File: src/rtl/instruction_fetch.sv
// Fetch stage: PC, imem request/response, prefetch FIFO toward decode, redirect flush.
// Optional IF_PERF_COUNTERS_EN adds perf_fetched / perf_dropped counters.
module instruction_fetch #(
  parameter logic [31:0] RESET_PC   = 32'h0000_0000,
  parameter int          FIFO_DEPTH = 4
) (
  input  logic        clk,
  input  logic        rst,
  output logic        imem_req_valid,
  input  logic        imem_req_ready,
  output logic [31:0] imem_req_addr,
  input  logic        imem_resp_valid,
  input  logic [31:0] imem_resp_data,
  input  logic        redirect_valid,
  input  logic [31:0] redirect_pc,
  output logic        out_valid,
  input  logic        out_ready,
  output logic [31:0] out_instr,
  output logic [31:0] out_pc
`ifdef IF_PERF_COUNTERS_EN
  ,
  output logic [31:0] perf_fetched,
  output logic [31:0] perf_dropped
`endif
);
  localparam int CW = $clog2(FIFO_DEPTH) + 1;
  localparam int PW = $clog2(FIFO_DEPTH);
  localparam logic [CW:0]   DEPTH_W  = (CW+1)'(FIFO_DEPTH);
  localparam logic [CW-1:0] DEPTH_CW = CW'(FIFO_DEPTH);

  typedef enum logic {BOOT, RUN} state_e;
  typedef struct packed {
    logic [31:0] pc;
    logic [31:0] instr;
  } entry_t;

  state_e        state_q, state_d;
  logic          run;
  logic [31:0]   fetch_pc_q, fetch_pc_d, resp_pc_q, resp_pc_d, redir_pc;
  logic [CW-1:0] outst_q, outst_d, drop_q, drop_d, cnt_q, cnt_d;
  logic [PW-1:0] rd_q, rd_d, wr_q, wr_d;
  entry_t        fifo_q [FIFO_DEPTH];
  logic [CW:0]   credit_used;
  logic          req_fire, push, pop, resp_drop;
  logic          unused_redir_lsbs;

  assign unused_redir_lsbs = ^redirect_pc[1:0];
  assign redir_pc = {redirect_pc[31:2], 2'b00};

  always_ff @(posedge clk) begin
    if (rst) state_q <= BOOT;
    else     state_q <= state_d;
  end

  always_comb begin
    state_d = state_q;
    case (state_q)
      BOOT:    state_d = RUN;
      RUN:     state_d = RUN;
      default: state_d = BOOT;
    endcase
  end

  always_comb run = (state_q == RUN);

  // Outstanding includes responses already marked for drop, so in-flight never exceeds FIFO_DEPTH.
  always_comb begin
    credit_used    = {1'b0, outst_q} + {1'b0, cnt_q};
    imem_req_valid = run && !redirect_valid && (credit_used < DEPTH_W);
    imem_req_addr  = fetch_pc_q;
    req_fire       = imem_req_valid && imem_req_ready;
    out_valid      = (cnt_q != '0);
    out_instr      = fifo_q[rd_q].instr;
    out_pc         = fifo_q[rd_q].pc;
    pop            = out_valid && out_ready;
    resp_drop      = imem_resp_valid && (redirect_valid || drop_q != '0);
    push           = imem_resp_valid && !resp_drop;
  end

  always_comb begin
    fetch_pc_d = fetch_pc_q;
    resp_pc_d  = resp_pc_q;
    drop_d     = drop_q;
    rd_d       = rd_q;
    wr_d       = wr_q;
    cnt_d      = cnt_q;
    outst_d    = outst_q + CW'(req_fire) - CW'(imem_resp_valid);
    if (req_fire) fetch_pc_d = fetch_pc_q + 32'd4;
    if (redirect_valid) begin
      // Everything still in flight after this cycle belongs to the old path.
      fetch_pc_d = redir_pc;
      resp_pc_d  = redir_pc;
      drop_d     = outst_q - CW'(imem_resp_valid);
      rd_d       = '0;
      wr_d       = '0;
      cnt_d      = '0;
    end else begin
      if (imem_resp_valid && drop_q != '0) drop_d = drop_q - CW'(1);
      if (push) begin
        resp_pc_d = resp_pc_q + 32'd4;
        wr_d      = wr_q + PW'(1);
      end
      if (pop) rd_d = rd_q + PW'(1);
      cnt_d = cnt_q + CW'(push) - CW'(pop);
    end
  end

  always_ff @(posedge clk) begin
    if (rst) begin
      fetch_pc_q <= RESET_PC;
      resp_pc_q  <= RESET_PC;
      outst_q    <= '0;
      drop_q     <= '0;
      cnt_q      <= '0;
      rd_q       <= '0;
      wr_q       <= '0;
    end else begin
      fetch_pc_q <= fetch_pc_d;
      resp_pc_q  <= resp_pc_d;
      outst_q    <= outst_d;
      drop_q     <= drop_d;
      cnt_q      <= cnt_d;
      rd_q       <= rd_d;
      wr_q       <= wr_d;
    end
  end

  always_ff @(posedge clk) begin
    if (push) fifo_q[wr_q] <= '{pc: resp_pc_q, instr: imem_resp_data};
  end

`ifndef SYNTHESIS
  always_ff @(posedge clk) begin
    if (!rst) assert (!(push && !pop && cnt_q == DEPTH_CW));
  end
`endif

`ifdef IF_PERF_COUNTERS_EN
  logic [31:0]   perf_fetched_q, perf_dropped_q;
  logic [CW-1:0] flushed;

  // The head popped in a redirect cycle was consumed, not flushed.
  assign flushed = redirect_valid ? (cnt_q - CW'(pop)) : '0;

  always_ff @(posedge clk) begin
    if (rst) begin
      perf_fetched_q <= '0;
      perf_dropped_q <= '0;
    end else begin
      perf_fetched_q <= perf_fetched_q + 32'(pop);
      perf_dropped_q <= perf_dropped_q + 32'(flushed) + 32'(resp_drop);
    end
  end

  assign perf_fetched = perf_fetched_q;
  assign perf_dropped = perf_dropped_q;
`endif
endmodule

File: config.mk
export PLATFORM = sky130hd
export DESIGN_NAME = instruction_fetch
export DESIGN_NICKNAME = d
export VERILOG_FILES = /design/src/rtl/instruction_fetch.sv
export SDC_FILE = /design/constraint.sdc
export NUM_CORES = 1
export LEC_CHECK = 0
export ABC_AREA = 1
export CELL_PAD_IN_SITES_DETAIL_PLACEMENT = 1
export CELL_PAD_IN_SITES_GLOBAL_PLACEMENT = 2
export CORE_UTILIZATION = 36
export CTS_CLUSTER_DIAMETER = 30
export DETAILED_ROUTE_END_ITERATION = 12
export GPL_TIMING_DRIVEN = 0
export PLACE_DENSITY_LB_ADDON = 0.08
export SYNTH_ARGS = -nofsm -noshare
export SYNTH_HDL_FRONTEND = slang
export SYNTH_SLANG_ARGS = --single-unit
File: constraint.sdc
create_clock -name clk -period 5.5 [get_ports clk]
set_input_delay 1.1 -clock clk [delete_from_list [all_inputs] [get_ports clk]]
set_output_delay 1.1 -clock clk [all_outputs]
set_load 0.02 [all_outputs]
**Yosys cells after proc, flatten, opt, wreduce, memory -nomap -nowiden**

Memories as Yosys holds them, arrays and structs flattened. A register that Yosys moved wholly into a read port is not among the register bits.
Index checks and enable logic that the tools add are counted.

- Input port bits: 70
- Memory bits (writable): 256
- Register bits after elaboration: 78
- Word-level logic and storage cells: 50
- Output and inout bits: 98
- Memories kept: 1

- Muxes and demuxes: 11
- Reduce and logical (&&, ||, !) cells: 16
- Magnitude comparators: 1
- Add/subtract/negate cells: 11

Memories:

| memory | words | width | rd ports | clocked after Yosys merged registers in | write ports | RTL line | RTL |
|---|---|---|---|---|---|---|---|
| fifo_q | 4 | 64 | 1 | 1 | 1 | 42 | `entry_t fifo_q [FIFO_DEPTH];` |

Operators by type and width:

| kind | number |
|---|---|
| 32-bit two-way mux | 4 |
| 32-bit by 3-bit adder with 32-bit output (second input constant) | 2 |
| 3-bit by 1-bit subtractor with 3-bit output | 3 |
| 1-bit logical AND | 7 |
| 3-bit by 1-bit adder with 3-bit output | 2 |
| 3-bit two-way mux | 2 |
| 2-bit nonzero test | 3 |
| 3-bit nonzero test | 2 |
| 2-bit by 1-bit adder with 2-bit output (second input constant) | 2 |
| 3-bit by 3-bit adder with 4-bit output | 1 |
| 4-bit by 3-bit < comparator with 1-bit output (second input constant) | 1 |
| 2-bit two-way mux | 2 |
| 1-bit two-way mux | 3 |
| 3-bit by 1-bit subtractor with 3-bit output (second input constant) | 1 |
| 1-bit zero test | 2 |
| 2-bit OR reduction | 1 |
| 1-bit logical OR | 1 |

**Logic depth before layout (Yosys ltp)**

- Word-level depth: 7
- Gate-level depth with buffers: 14
- Gate-level depth less buffers: 13

**Least setup slack after synthesis**

OpenSTA, ideal clock, no wires.

- Path type: input-to-reg
- Start point: input imem_resp_valid
- End point: memory fifo_q[0][0] (netlist bit) (enable)
- Required time: 5018 ps
- Arrival: 4188 ps
- Path slack: 830 ps
- Setup time: 482 ps
- Cell stages on the path: 4
- Cells stage by stage: nand3_2 > nor2_4 > clkinv_1 > nor2_1

- Word-level cells in the longest chain between the ends: 5

RTL lines:

| what | RTL line | RTL |
|---|---|---|
| start, declared | 12 | `input logic imem_resp_valid,` |
| 1-bit logical AND | 76 | `resp_drop = imem_resp_valid && (redirect_valid \|\| drop_q != '0);` |
| 1-bit zero test | 77 | `push = imem_resp_valid && !resp_drop;` |
| 1-bit logical AND * | 77 |  |
| 1-bit two-way mux * | 129 | `if (push) fifo_q[wr_q] <= '{pc: resp_pc_q, instr: imem_resp_data};` |
| 1-bit two-way mux (implied by the code) * | 129 |  |
| end, declared | 42 |  |

Mark *: on every way between the ends. The rest lies on a longest branch, timed or not.

==> results.py <==
metrics = {
    "run_status": {
        "outcome": "finished, final reports clean",
    },
    "critical_path": {
        "crit_type": "reg2out",
        "timing.rr.start": "drop_q[0]",
        "crit_path_max_fanout": 10,
        "start_kind": "flop",
        "arrival_ns": 3.16,
        "reg2reg_slack_ns": 2.31,
        "rr_endpoint": "cnt_q[2]",
        "end_kind": "output pin",
        "required_ns": 4.40,
        "reg2reg_depth": 12,
    },
    "logic_synthesis": {
        "ys_seq_elements": 324,
        "synthFlopType": "edfxtp_1",
        "yosys.area.top_type": "edfxtp_1",
        "ys_seq_area_share_pct": 63.42,
        "syn_area_per_cell_um2": 9.841,
        "synth.area.top_cells": "edfxtp_1, dfxtp_1, nor2_1",
        "async_flop_share_pct": 0,
        "yosys-top-cells-count": "edfxtp_1, nor2_1, nand2_1, o21ai_0, inv_1",
        "yosys.cell_types.count": 38,
        "yosysWarnings": 0,
        "synth_top_cell_area_share_pct": 52.66,
        "syn-cell-area_um2": 14140,
        "synth_edf_count": 248,
        "syn_inst": 1437,
        "post-synth-top-count-cell": "edfxtp_1",
    },
    "clocking": {
        "cts-root-buf": "clkbuf_16",
        "clk_pin_slew_ns": 0.05,
        "clock_latency_ns": 0.58,
        "hold_buffers": 0,
        "cts_made_buffers": 82,
        "cts.htree.levels": 3,
        "cts_tree": "built",
        "cts_buffer_depth": 3,
        "post_cts_buffers": 0,
        "cts_resized": 0,
        "cts_num_sinks": 324,
    },
    "sta": {
        "slew_violations": 0,
        "timing.slew.headroom_pct": 41.11,
        "tightest_slew_ns": 0.8833,
        "grt_setup_unrepaired": "no",
        "setup_viol": 0,
        "final_min_period_over_clock_period_pct": 77.48,
        "finalHoldViolations": 0,
        "fmax_mhz": 234.7,
        "fin_skew_ns": 0.01434,
        "min_period_ns": 4.262,
    },
    "drt": {
        "finalWirelength_mm": 46.80,
        "wl_per_cell_um": 20.54,
        "drc": 0,
        "drt-initial-drc-count": 522,
        "vias_per_cell": 5.040,
        "firstDrtPassIters": 4,
        "ant_nets": 0,
        "num_vias": 11490,
    },
    "power": {
        "internal_power_mw": 6.355,
        "switchingPower_mw": 1.938,
        "clock_power_share_pct": 58.6,
        "power-per-cell-area_nw_per_um2": 427.2,
        "power_leakage_nw": 7.043,
        "p_comb_share_pct": 7.4,
        "sw_frac_of_total_pct": 23.37,
        "p_seq_share_pct": 34.0,
        "irDropWorstVdd_mv": 0.2292,
    },
    "placement": {
        "port_buffers": 160,
        "hpwl_mm": 31.99,
        "place_inst": 2126,
        "dpl_cell_area_um2": 16590,
        "gp_congestion": 0.8200,
    },
    "global_route": {
        "grt_max_degree": 29,
        "gr-usage-all-layers_pct": 23.58,
        "grt_antenna_before_repair": 0,
        "grt_overflow": 0,
        "grt_pass1_vias": 12320,
        "grt_pass1_wl_mm": 72.11,
    },
    "min_path": {
        "worstHoldEndpoint": "rd_q[0]",
        "min_path_cells": 1,
        "worst_hold_path_type": "reg2reg",
        "worstHoldStart": "rd_q[0]",
    },
    "floorplan": {
        "core_um2": 38740,
        "ios": 168,
        "start_util_pct": 36.51,
        "die_width_um": 200.2,
        "die_h_um": 200.2,
        "fp.dieArea_um2": 40080,
        "rows": 72,
    },
    "layout": {
        "drive_gt1_share_pct": 9.767,
        "n_fill_cell": 4256,
        "stdcell_area_um2": 19410,
        "nets": 1780,
        "layoutNonFillerInstCount": 2279,
        "diodes": 0,
        "area_growth_syn_to_layout_pct": 37.29,
    },
    "run": {
        "max_cap_viol_count": 0,
    },
}
[stage by stage]
step | worst slack, ns | hold slack (ns) | setup TNS (ns) | power (mW) | util, %
after floorplan | 0.8295 | 0.4364 | 0 | 3.155 | -
after global placement | -2.614 | 0.4535 | -614.50 | 3.462 | 42.34
after detailed placement | 1.101 | 0.4737 | 0 | 3.481 | 42.83
after CTS | 1.183 | 0.4780 | 0 | 8.378 | 50.12
after global routing | 1.063 | 0.5094 | 0 | 8.559 | 50.12
final | 1.238 | 0.4747 | 0 | 8.293 | 50.12
[cells by family after synthesis]
family | Yosys count | share of synthesized area [%]
compound gates | 294 | 11.14
simple gates | 600 | 17.50
buf+inv | 185 | 5.282
flops | 324 | 63.42
xor+xnor | 15 | 0.9291
fa+ha+maj | 18 | 1.699
other cells | 1 | 0.02652
[power groups by stage]
stage	Combinational, mW	Sequential (mW)	Clock (mW)
finish	0.617	2.82	4.86
global route	0.674	2.83	5.05
CTS	0.626	2.82	4.93
detailed placement	0.622	2.86	0
global placement	0.598	2.86	0
floorplan	0.307	2.85	0
[layout by cell type (no fill, tap or decap), drive strengths merged, types with 3 or more instances in the layout]
| cell type | Yosys | layout |
|---|---|---|
| nand3 | 94 | 94 |
| buf | 18 | 26 |
| dfxtp | 76 | 76 |
| a31oi | 9 | 9 |
| o21ai | 158 | 158 |
| nand4 | 8 | 8 |
| inv | 116 | 119 |
| edfxtp | 248 | 248 |
| clkinv | 1 | 32 |
| clkbuf | 50 | 145 |
| xnor2 | 7 | 7 |
| o22ai | 64 | 64 |
| nand2 | 235 | 235 |
| or2 | 3 | 3 |
| nor3 | 9 | 9 |
| nor2 | 246 | 246 |
| bufinv | 0 | 13 |
| xor2 | 8 | 8 |
| a21oi | 58 | 58 |
| clkinvlp | 0 | 11 |
| conb | 1 | 4 |
| clkdlybuf4s50 | 0 | 160 |
| nand3b | 3 | 3 |
| ha | 16 | 16 |
[layer usage]
metal,wire length [um],part of all wire [%],vias up,GRT usage (%)
met4,1100,2.4,0,8.626
met1,20110,43,5642,28.67
met5,0,0,-,0
met2,23650,51,279,41.72
met3,1942,4.1,76,4.068
li1,-,-,5490,-
[flip-flops by register name, indices dropped and copies added (netlist names), named ones only]
register       flops
resp_pc_q         30
cnt_q              3
outst_q            3
fifo_q           248
imem_req_addr     30
run                1
drop_q             3
rd_q               2
wr_q               2
[worst max-delay path, cell delays in order, from the launching register on]
cell             delay, ns
dfxtp_1               0.29
buf_2                 0.17
inv_1                 0.23
buf_2                 0.31
clkbuf_1              0.48
nor2_1                0.09
o22ai_1               0.33
clkdlybuf4s50_1       0.68
[worst max path at each step]
| stage | end | depth (start not counted) | startpoint |
|---|---|---|---|
| after detailed placement | fifo_q[0][26] | 7 | imem_resp_valid |
| after global routing | out_pc[8] | 6 | flop |
| final | out_pc[12] | 7 | flop |
| after floorplan | fifo_q[0][0] | 4 | imem_resp_valid |
| after CTS | out_pc[18] | 6 | flop |
| after global placement | fifo_q[3][24] | 5 | imem_resp_valid |
[final cells by class]
type                    count  area (um2)  share of cell area [%]
flip-flops and latches    324        8969                   46.19
multi-input cells         931        4467                   23.01
clock buffers              95        2132                   10.98
repair buffers            168        1762                   9.074
clock inverters            58       690.7                   3.557
well taps                 518       648.1                   3.338
inverters                 117       439.2                   2.262
plain buffers              68       307.8                   1.585
Note: power is estimated with default switching activity, not from simulation.
==> patch: new RTL, same flow settings <==
The option `IF_PERF_COUNTERS_EN` is turned on by a define.
--- a/src/rtl/instruction_fetch.sv
+++ b/src/rtl/instruction_fetch.sv
@@ -1,5 +1,7 @@
 // Fetch stage: PC, imem request/response, prefetch FIFO toward decode, redirect flush.
 // Optional IF_PERF_COUNTERS_EN adds perf_fetched / perf_dropped counters.
+`define IF_PERF_COUNTERS_EN
+
 module instruction_fetch #(
   parameter logic [31:0] RESET_PC   = 32'h0000_0000,
   parameter int          FIFO_DEPTH = 4
Function (old outputs only; new: perf_dropped and perf_fetched): same outputs for any inputs over 4 cycles, from zero or initial values and one cycle with rst high; that may be too few to reach the edited logic, so the function may still have changed.
==> patch against the unedited design <==
  * Design area grew 25%
  * Critical path type unchanged
  * Synthesized cell count grew 33%
  * Largest power group unchanged
  * Largest cell class unchanged
  * Final cell count grew 30%
  * Die area grew 23%
  * Register-to-register slack lost 0.25 ns
  * Sequential cell count grew 64
  * Count of clock-buffer cells in the layout grew 27
  * Global-route usage grew 1.1 points
  * Routed wire length grew 29%
  * Power grew 21%
  * Critical path depth is the same
  * Worst setup slack lost 0.21 ns
  * Synthesized area grew 23%
  * Clock skew grew 0.026 ns
==> patch: results (changes against the unedited design) <==
CTS
  • Num CTS Buffers: 103 (+26%)
  • Clock Latency Late Sink: 0.65 ns (+0.07 ns)

Finish
  • Buffering overhead: 11.3% (+0.64 points)
  • Multi-Input Combinational: 1,282 (+38%)
  • Seq cells: 388 (+20%)
  • Inverters, non-clock: 171 (+46%)
  • Share of cells above drive strength 1: 9.65% (-0.11 points)
  • Register area: 10,200 um^2 (+14%)
  • Signal buffers: 306 (+30%)
  • Clk_buf instances: 122 (+28%)
  • Final nets: 2,348 (+32%)
  • FILL cells: 5,362 (+26%)
  • Multi-input logic area: 6270 um^2 (+40%)
  • Final-layout clock-cell area share: 14.9% (+0.40 points)

Place
  • GP Congestion: 0.844 (+3.0%)
  • Hpwl dp: 43,100 um (+35%)
  • Placed cell count: 2,762 (+30%)
  • Port bufs: 225 (+41%)

Timing
  • Skew final: 0.0404 ns (+0.0261 ns)
  • Max-slew headroom: 37.8% (-3.4 points)
  • Final hold violation count: 0 (unchanged)

Pwr
  • Comb pwr share: 6.4% (-1.0 points)
  • Leakage: 8.79 nW (+25%)
  • Clock power frac: 61.0% (+2.4 points)
  • Switching power: 2.38 mW (+23%)
  • Peak supply drop: 0.000253 V (+10%)

Synthesis
  • Ranking of synthesized cells by area: edfxtp_1, dfxtp_1, nand2_1
  • Post-synth top cells: nand2_1, nor2_1, edfxtp_1
  • Synth Area per Inst: 9.12 um^2 (-7.3%)
  • Post-synthesis sequential area ratio: 58.8% (-4.6 points)

Global route
  • Largest net degree at the start of global routing: 27 (-6.9%)
  • Vias in the first global route: 16,400 (+33%)
  • Global-route wire length before repair: 93,600 um (+30%)
  • Antenna violations before repair: 4 (+4)
  • GRT Overall Usage: 24.7% (+1.1 points)

Worst hold path
  • Worst Hold Class: flop to flop

Detailed routing
  • Routed WL per cell: 20.5 um (-0.18%)
  • WL final: 60,600 um (+29%)
  • Vias: 15,200 (+32%)
  • Initial drt markers: 811 (+55%)
  • 1st-pass router iterations: 5 (+1)

Run status
  • Outcome: finished, final reports clean

Setup path
  • Family with the most delay on the worst path: buffers and inverters
  • Crit path DAT: 3.37 ns (+0.21 ns)
## patch: changes by cell type after synthesis, sizes merged, moves of 12 or more
cell,before,now
nand2,235,370
dfxtp,76,140
nor2,246,305
inv,116,171
a21oi,58,102
nor3,9,34
a21boi,0,15
nand3b,3,17
nand4,8,22
o21ai,158,172
xor2,8,21
nand3,94,82
## patch: per-layer routing
metal	GRT usage, %	vias to the layer above	share of wire [%]
met5	0	-	0.081
met4	8.31	8	2.5
met3	5.62	106	5.0
met2	43.8	339	51
met1	29.4	7479	41
li1	-	7231	-
## patch: cells by family (layout without fill, tap and decap cells)
group / after synthesis / in the layout / synth area share [%]
flip-flops: 388 / 388 / 58.8
adder cells (fa/ha/maj): 26 / 26 / 2.04
other: 1 / 4 / 0.0215
AO/OA/AOI/OAI: 379 / 379 / 11.9
XOR/XNOR: 29 / 29 / 1.46
AND/OR/NAND/NOR: 844 / 844 / 20.3
buffers and inverters: 244 / 671 / 5.48
## patch: path summary, 6_finish.rpt
| check | depth (start not counted) | slack, ns | startpoint | end |
|---|---|---|---|---|
| setup / recovery | 7 | 1.03 | flop | out_pc[23] |
| hold reg to reg | 2 | 0.48 | rd_q[1] | flop |
| setup reg to reg | 19 | 2.06 | cnt_q[1] | perf_dropped[18] |
| hold / removal | 2 | 0.48 | rd_q[1] | flop |
## patch: through the flow
step | utilization, % | power (mW) | setup slack (ns) | instance area [um^2] | TNS [ns]
3_3_place_gp | 42.9 | 3.96 | -2.46 | 20500 | -600.31
5_1_grt | 50.9 | 10.4 | 0.906 | 24300 | 0
3_5_place_dp | 43.3 | 3.98 | 1.13 | 20700 | 0
4_1_cts | 50.9 | 10.2 | 0.951 | 24300 | 0
2_1_floorplan | - | 3.64 | 0.697 | 17400 | 0
6_report | 50.9 | 10.1 | 1.03 | 24300 | 0
